## src/rtl/command_executor_pkg.sv

```systemverilog
// command_executor_pkg: shared command/parameter types and executor state encoding
package command_executor_pkg;
   localparam logic [7:0] BLANK_CHAR = 8'h20;
   typedef enum logic [3:0] {INPUT, CUU, CUD, CUF, CUB, CUP, IND, NEL, RI} CommandsType;
   typedef struct packed {
      logic [7:0] Pchar;
      logic [7:0] Pn1;
      logic [7:0] Pn2;
   } Param_t;
   typedef enum logic [1:0] {INIT, IDLE, CLEAR} ExecState;
endpackage

```

## src/rtl/command_executor_row_mapper.sv

```systemverilog
// row_mapper: logical (top_row, y, x) to physical text-RAM cell address
module row_mapper #(
   parameter int COLS = 80,
   parameter int ROWS = 25,
   localparam int XW = $clog2(COLS),
   localparam int YW = $clog2(ROWS),
   localparam int AW = $clog2(COLS*ROWS)
) (
   input  logic [YW-1:0] top_row,
   input  logic [YW-1:0] y,
   input  logic [XW-1:0] x,
   output logic [AW-1:0] addr
);
   logic [YW:0] sum, phys;
   always_comb begin
      sum = {1'b0, top_row} + {1'b0, y};
      phys = (sum >= (YW+1)'(ROWS)) ? sum - (YW+1)'(ROWS) : sum;
      addr = AW'(phys) * AW'(COLS) + AW'(x);
   end
endmodule

```

## src/rtl/command_executor.sv

```systemverilog
// command_executor: executes parsed terminal commands against the text RAM, owning cursor and scroll origin
module command_executor
   import command_executor_pkg::*;
#(
   parameter int COLS = 80,
   parameter int ROWS = 25,
   parameter logic [7:0] BLANK = BLANK_CHAR,
   localparam int XW = $clog2(COLS),
   localparam int YW = $clog2(ROWS),
   localparam int AW = $clog2(COLS*ROWS)
) (
   input  logic          clk,
   input  logic          rst,
   input  logic          commandReady,
   input  CommandsType   commandType,
   input  Param_t        param,
   output logic          ram_we,
   output logic [AW-1:0] ram_addr,
   output logic [7:0]    ram_wdata,
   output logic [XW-1:0] cursor_x,
   output logic [YW-1:0] cursor_y,
   output logic [YW-1:0] top_row,
   output logic          busy,
   output logic          overflow
);
   ExecState state;
   logic pend_v, go, store, lf, rev, up, down;
   CommandsType pend_cmd, cmd;
   Param_t pend_par, par;
   logic [AW-1:0] cnt, cur_addr, clr_addr;
   logic [YW-1:0] clr_row, top_inc, top_dec;
   int n, row, col, nx, ny;

   row_mapper #(.COLS(COLS), .ROWS(ROWS)) u_cur (.top_row(top_row), .y(cursor_y), .x(cursor_x), .addr(cur_addr));
   row_mapper #(.COLS(COLS), .ROWS(ROWS)) u_clr (.top_row(clr_row), .y('0), .x(cnt[XW-1:0]), .addr(clr_addr));

   // The pending slot always wins over the live input once we are back in IDLE
   always_comb begin
      cmd = pend_v ? pend_cmd : commandType;
      par = pend_v ? pend_par : param;
      go = (state == IDLE) && (pend_v || commandReady);
      n = (par.Pn1 == 8'd0) ? 1 : int'(par.Pn1);
      row = (par.Pn1 == 8'd0) ? 1 : (int'(par.Pn1) > ROWS) ? ROWS : int'(par.Pn1);
      col = (par.Pn2 == 8'd0) ? 1 : (int'(par.Pn2) > COLS) ? COLS : int'(par.Pn2);
      nx = int'(cursor_x);
      ny = int'(cursor_y);
      store = 1'b0;
      lf = 1'b0;
      rev = 1'b0;
      case (cmd)
         INPUT:
            if (par.Pchar >= 8'h20 && par.Pchar <= 8'h7E) begin
               store = 1'b1;
               lf = (nx == COLS-1);
               nx = lf ? 0 : nx + 1;
            end else if (par.Pchar == 8'h0D) nx = 0;
            else if (par.Pchar == 8'h0A) lf = 1'b1;
            else if (par.Pchar == 8'h08) nx = (nx > 0) ? nx - 1 : 0;
         CUU: ny = (ny > n) ? ny - n : 0;
         CUD: ny = (ny + n > ROWS-1) ? ROWS-1 : ny + n;
         CUF: nx = (nx + n > COLS-1) ? COLS-1 : nx + n;
         CUB: nx = (nx > n) ? nx - n : 0;
         CUP: begin
            ny = row - 1;
            nx = col - 1;
         end
         IND: lf = 1'b1;
         NEL: begin
            lf = 1'b1;
            nx = 0;
         end
         RI: rev = 1'b1;
         default: ;
      endcase
      up = lf && (ny == ROWS-1);
      down = rev && (ny == 0);
      ny = (lf && !up) ? ny + 1 : (rev && !down) ? ny - 1 : ny;
      top_inc = (top_row == YW'(ROWS-1)) ? '0 : top_row + 1'b1;
      top_dec = (top_row == '0) ? YW'(ROWS-1) : top_row - 1'b1;
   end

   always_ff @(posedge clk)
      if (rst) begin
         state <= INIT;
         cursor_x <= '0;
         cursor_y <= '0;
         top_row <= '0;
         clr_row <= '0;
         cnt <= '0;
         ram_we <= 1'b0;
         ram_addr <= '0;
         ram_wdata <= BLANK;
         busy <= 1'b1;
         overflow <= 1'b0;
         pend_v <= 1'b0;
         pend_cmd <= INPUT;
         pend_par <= '0;
      end else begin
         ram_we <= 1'b0;
         if (state != IDLE) begin
            if (commandReady && pend_v) overflow <= 1'b1;
            else if (commandReady) begin
               pend_v <= 1'b1;
               pend_cmd <= commandType;
               pend_par <= param;
            end
         end else if (pend_v) begin
            pend_v <= commandReady;
            pend_cmd <= commandType;
            pend_par <= param;
         end
         case (state)
            INIT: begin
               ram_we <= 1'b1;
               ram_addr <= cnt;
               ram_wdata <= BLANK;
               cnt <= (cnt == AW'(COLS*ROWS-1)) ? '0 : cnt + 1'b1;
               state <= (cnt == AW'(COLS*ROWS-1)) ? IDLE : INIT;
            end
            CLEAR: begin
               ram_we <= 1'b1;
               ram_addr <= clr_addr;
               ram_wdata <= BLANK;
               cnt <= (cnt == AW'(COLS-1)) ? '0 : cnt + 1'b1;
               state <= (cnt == AW'(COLS-1)) ? IDLE : CLEAR;
            end
            default: begin
               busy <= 1'b0;
               if (go) begin
                  cursor_x <= XW'(nx);
                  cursor_y <= YW'(ny);
                  if (store) begin
                     ram_we <= 1'b1;
                     ram_addr <= cur_addr;
                     ram_wdata <= par.Pchar;
                  end
                  // Scroll up clears the old top row, which becomes the new bottom line
                  if (up || down) begin
                     top_row <= up ? top_inc : top_dec;
                     clr_row <= up ? top_row : top_dec;
                     state <= CLEAR;
                     busy <= 1'b1;
                  end
               end
            end
         endcase
      end
endmodule

```

## config.mk

```make
export PLATFORM = sky130hd
export DESIGN_NAME = command_executor
export DESIGN_NICKNAME = d
export VERILOG_FILES = /design/src/rtl/command_executor_pkg.sv /design/src/rtl/command_executor_row_mapper.sv /design/src/rtl/command_executor.sv
export SDC_FILE = /design/constraint.sdc
export NUM_CORES = 1
export LEC_CHECK = 0
export CORE_AREA = 2 2 128 130
export DETAILED_ROUTE_END_ITERATION = 10
export DIE_AREA = 0 0 130 132
export PLACE_DENSITY = 0.75
export SYNTH_ARGS = -nofsm -noshare
export SYNTH_HDL_FRONTEND = slang
export SYNTH_HIERARCHICAL = 1
export SYNTH_SLANG_ARGS = --single-unit
export TNS_END_PERCENT = 50
```

## constraint.sdc

```tcl
create_clock -name clk -period 6.1 [get_ports clk]
set_input_delay 1.22 -clock clk [delete_from_list [all_inputs] [get_ports clk]]
set_output_delay 1.22 -clock clk [all_outputs]
set_load 0.01 [all_outputs]
```

# After elaboration in Yosys (flattened, before gate mapping)
# Index checks and enable logic that the tools add are counted.
# totals
regBits	86
latchBits	0
ram_bits	0
mem_bits_ro	0
in_bits	31
output_inout_bits	39
wordCells	168
n_memories	0
# op_classes
add_sub_neg	18
multipliers	2
div	0
order_cmp	11
n_eq_ne	23
shift	0
n_mux	62
bitwise_logic	1
n_reduce_logical	35
# op_table
operator	n
$mux 24	5
$pmux 32 s3	1
$mux 7	10
$mux 11	4
$pmux 11 s2	2
$pmux 7 s5	1
$eq 32x6->1 const B	1
$gt 32x6->1 const B	1
$logic_not 32->1	1
$mux 32	1
$mux 5	6
$eq 8x4->1 const B	3
$mux 8	3
$add 11x7->11	2
$mux 4	5
$eq 4x3->1 const B	4
$logic_not 8->1	2
$mux 1	16
$mul 6x3->7 const B	2
$sub 7x1->7 const B	2
$mux 6	2
$reduce_and 2->1	6
$add 11x1->11 const B	1
$eq 11x11->1 const B	1
other kinds (52)	70

# Longest topological paths before layout
# depth
word_depth	13
depth_mapped	25
ltp_nobuf	19

# By module
# The synthesis kept the hierarchy.
# by_module_without_submodules
module	instances	cells_per_inst	area_each_um2	seq_area_each_um2
command_executor	1	889	6875.3	1721.7
row_mapper at u_cur	1	115	884.6	0.0
row_mapper at u_clr	1	85	733.2	0.0

# Least setup slack after synthesis
# Ideal clock, no wire load.
# synth_path
path_type	input to register
startpoint	input param[12] (netlist name)
endpoint	register cursor_y[0]
setup_time_ns	0.091
arrival_ns	5.370
t_required_ns	6.009
path_slack_ns	0.639
cell_stages	17
path_buffers	1
path_cell_list	mux2i_1 o21ai_0 o21ai_0 ha_1 fa_1 o32ai_1 a2111oi_0 a2111oi_0 o22ai_1 ha_1 o31ai_1 a21o_1 and3b_1 buf_2 a21oi_1 or3_1 a311oi_1
# synth_via
elab_chain_cells	13
elab_cells_between_ends	26
cone_classes	add/sub: 5; order compare: 3; eq/ne: 1; mux: 9; reduce/logical: 8
# synth_rtl
element	line_no	rtl
start: declaration	command_executor.sv:16	input Param_t param,
$mux 24 *	command_executor.sv:40	par = pend_v ? pend_par : param;
$logic_not 8->1	command_executor.sv:42, command_executor.sv:43	
$mux 8	command_executor.sv:42	n = (par.Pn1 == 8'd0) ? 1 : int'(par.Pn1);
$add 5x8->9	command_executor.sv:60	CUD: ny = (ny + n > ROWS-1) ? ROWS-1 : ny + n;
$gt 32x6->1	command_executor.sv:60	
$mux 9	command_executor.sv:60	
$pmux 32 s3 *	command_executor.sv:50	case (cmd)
$logic_not 32->1	command_executor.sv:76	down = rev && (ny == 0);
$logic_and 1x1->1	command_executor.sv:76	
$logic_not 1->1	command_executor.sv:77	ny = (lf && !up) ? ny + 1 : (rev && !down) ? ny - 1 : ny;
$logic_and 1x1->1	command_executor.sv:77	
$mux 5	command_executor.sv:77	
$mux 5 *	command_executor.sv:77	
end signal: assignment	command_executor.sv:131	cursor_y <= YW'(ny);
end: declaration	command_executor.sv:21	output logic [YW-1:0] cursor_y,
# Mark *: on every way between the ends. The rest lies on a longest branch, timed or not.
# A chain may end at the register's enable or synchronous reset.

# Worst setup path in the final report
# layout_path
startpoint	input param[14] (netlist name)
endpoint	register clr_row[1]
# layout_via
elab_chain_cells	11
elab_cells_between_ends	21
cone_classes	add/sub: 3; order compare: 3; eq/ne: 1; mux: 8; reduce/logical: 6
# layout_rtl
element	line_no	rtl
$mux 24 *	command_executor.sv:40	
$logic_not 8->1	command_executor.sv:42, command_executor.sv:43	
$mux 8	command_executor.sv:42	
$add 5x8->9	command_executor.sv:60	
$gt 32x6->1	command_executor.sv:60	
$mux 9	command_executor.sv:60	
$pmux 32 s3 *	command_executor.sv:50	
$eq 32x6->1 / $logic_not 32->1 (equally long branches)	command_executor.sv:75, command_executor.sv:76	
$logic_and 1x1->1, on equally long branches	command_executor.sv:75, command_executor.sv:76	
$logic_or 1x1->1	command_executor.sv:138	if (up || down) begin
$reduce_and 3->1 (no line)	-	
end signal: assignment	command_executor.sv:140	clr_row <= up ? top_row : top_dec;
end: declaration	command_executor.sv:31	logic [YW-1:0] clr_row, top_inc, top_dec;
# Marks and branches as above.

==> impl_metrics.csv <==
group,metric,value,unit
die,dieWidth,130,µm
die,core,15700,µm²
clocking,cts-root-buf,"clkbuf_16",
die,start_util,54.1,%
worst_setup_path,arrival,5940,ps
drt,via_count,8399,
worst_setup_path,r2r_end,"clr_row[1]",
grt,grt_pass1_vias,7478,
placement,place.gp.congestion,0.984,
grt,grt_pass1_wl,38.1,mm
clocking,numCtsBuffers,9,
worst_setup_path,critical_path_class,"input port to flop",
logic_synthesis,synthSimpleGateAreaFrac,22.7,%
pwr,power_leakage,3.71,nW
logic_synthesis,synthMuxAreaShare,5.30,%
drt,wl_per_cell,17.1,µm
logic_synthesis,synth_flop_cell,"dfxtp_1",
timing,holdWs,461,ps
clocking,cts_tree,"done",
worst_setup_path,worstSetupEndpointType,"flop",
logic_synthesis,synth_seq_area_share,20.3,%
clocking,hold_buffers,0,
timing,tns,0,ps
drt,dr.pass1.iters,5,
layout,diodes,0,
logic_synthesis,async_reset_ff_share,0,%
logic_synthesis,ys_types,90,
layout,fillCellCount,1410,
worst_setup_path,cp.required,6350,ps
grt,grt_max_degree,73,
die,std_cell_rows,46,
worst_setup_path,cp-start-kind,"input port",
timing,tightest_slew,1270,ps
clocking,clk_path_buf_depth,2,
worst_setup_path,r2r-start,"pend_v",
grt,grt.overflow.total,0,
logic_synthesis,ys_ff_latch,86,
pwr,power_density,161,nW/µm²
timing,skew,13.6,ps
layout,mostFrequentLayoutCells,"nand2_1 (101), dfxtp_1 (85), nor2_1 (80)",
logic_synthesis,synthCells,1089,
die,die_h,132,µm
logic_synthesis,synthAdderAreaFrac,12.4,%
drt,drt_wl_total,23.3,mm
logic_synthesis,yosys_warnings,6,
flow_run,maxCapViolCount,0,
drt,first_iter_violations,687,
timing,slew-limit-headroom,14.0,%
worst_setup_path,reg2reg_depth,19,
hold_path,whs_path_depth,2,
layout,syn2layout_area_growth,14.1,%
grt,track_usage,27.1,%
drt,drc,0,
worst_setup_path,critPathMaxFanout,7,
hold_path,min_to,"pend_par[6]",
logic_synthesis,synth_xor_area_share,5.85,%
logic_synthesis,synth_edf_count,0,
timing,period_share,93.3,%
logic_synthesis,syn_avg_cell_area,7.80,µm²
drt,avgViaCountPerCell,6.16,
layout,final_layout_size_suffix_gt1_share,7.15,%
placement,portBuffers,69,
grt,antenna_found_initial,0,
logic_synthesis,synth_top_family_by_area,"compound AO/OA/AOI/OAI gates",
clocking,htreeDepth,3,
worst_setup_path,r2r_setup_slack,810,ps
die,ios,70,
hold_path,hold_path_class,"flop to flop",
clocking,clk_latency,350,ps
placement,dp_hpwl,17.4,mm
pwr,vdd.ir_drop.worst,0.139,mV
timing,hold_viol,0,
clocking,cts_resized,0,
timing,final.min_clock_period,5690,ps
hold_path,hp-start,"pend_par[6]",
clocking,postCtsSetupBuffers,0,
timing,setup_viol,0,
run_status,outcome,"finished, final reports clean",
layout,mostFrequentLayoutCell,"nand2_1",
layout,fin_nets,1251,
logic_synthesis,synth-compound-area-share,27.1,%
die,dieArea,17200,µm²
clocking,cts_sinks,86,
timing,final-max-slew-violation-count,0,
logic_synthesis,syn_area,8490,µm²
drt,postRouteAntennaNets,0,
timing,max_freq,0.176,GHz
timing,rsz0062_at_grt,"no",
clocking,clk_pin_slew_worst_paths,70,ps
-- how the worst max path moves through the flow --
stage                         start     endpoint  cells after the start
after floorplan           param[12]  cursor_y[0]                     17
after global placement    param[13]  cursor_y[0]                     19
after detailed placement  param[13]   clr_row[1]                     19
after CTS                 param[13]   clr_row[1]                     19
after global routing      param[13]   clr_row[1]                     19
final                     param[14]   clr_row[1]                     19
-- layout make-up --
cell class                 instances  area [µm²]  area share [%]
clock buffer                       9         225            2.32
inverter                          59         221            2.28
tap                              216         270            2.79
clock inverter                     7        90.1           0.929
sequential                        86        1720            17.8
multi-input combinational        887        6250            64.5
timing repair buffer              99         911            9.40
-- metrics by stage --
stage                     power, mW  cell area (µm²)  setup WS (ps)  util, %  instances
final                          1.56             9690            409     61.7       1363
after global routing           1.63             9690           82.6     61.7       1363
after CTS                      1.56             9690            454     61.7       1363
after detailed placement      0.977             9380            114     59.7       1347
after global placement        0.974             9380            225     59.7       1347
after floorplan               0.862             8510            639        -       1094
-- worst max-delay path, stage by stage --
cell and delay (ps):
clkdlybuf4s50_1 440, nor4_1 440, o21ai_0 190, o21ai_0 180
buf_4 180, ha_1 190, fa_1 440, o32ai_1 290
a2111oi_0 150, buf_4 170, a2111oi_0 450, o22ai_1 160
ha_1 220, o31ai_1 70, a21o_1 190, and3b_1 280
a311oi_1 350, a21oi_1 80, a211oi_1 260
-- synth_stat cells (8+ instances only) --
library cell	number	area share, %
nor2_1	80	3.5
inv_1	58	2.6
a31oi_1	13	0.96
xor2_1	15	1.5
o22ai_1	9	0.66
o221ai_1	14	1.4
a21oi_1	74	4.4
buf_2	8	0.47
a311oi_1	10	1.0
o21ai_0	53	3.1
mux2i_1	36	4.2
dfxtp_1	86	20
nor3_1	31	1.8
a21o_1	19	1.7
nand3_1	24	1.4
fa_1	10	2.4
and3_1	8	0.59
clkbuf_1	34	1.5
o211ai_1	8	0.71
or2_2	8	0.59
buf_4	14	1.2
xnor2_1	38	3.9
nor3b_1	18	1.6
a211oi_1	40	3.5
nand2_1	101	4.5
nor2b_1	23	1.7
ha_1	68	10
nand2b_1	18	1.3
nand4_1	12	0.88
nor4_1	11	0.81
o32ai_1	10	1.0
or3_1	8	0.59
-- kinds of logic after synthesis --
group | Yosys count
AOI/OAI and AO/OA | 328
adders and majority gates | 78
other | 1
and+or+nand+nor | 376
muxes | 44
DFF | 86
xor gates and xnor gates | 55
buffers and inverters | 121
-- power by group --
part | switching (mW) | internal (mW) | total, mW
clock | 0.261 | 0.328 | 0.589
combinational | 0.219 | 0.159 | 0.378
sequential | 0.0203 | 0.576 | 0.597
total | 0.500 | 1.06 | 1.56
-- flip-flops by register name, indices dropped and copies added, names as in the netlist --
name,cells
ram_addr,11
pend_par,24
cnt,11
clr_row,5
cursor_y,5
top_row,5
ram_wdata,8
overflow,1
state,2
pend_cmd,4
pend_v,1
cursor_x,7
ram_we,1
busy,1
-- routing by layer --
layer  routed length, µm  up-vias  GRT usage, %
li1                    -     4119             -
met1               11000     3956          41.1
met2               10100      290          40.0
met3                1750       34          4.14
met4                 361        0          6.87
met5                   0        -             0
No activity file was read; power rests on OpenSTA's default activity.
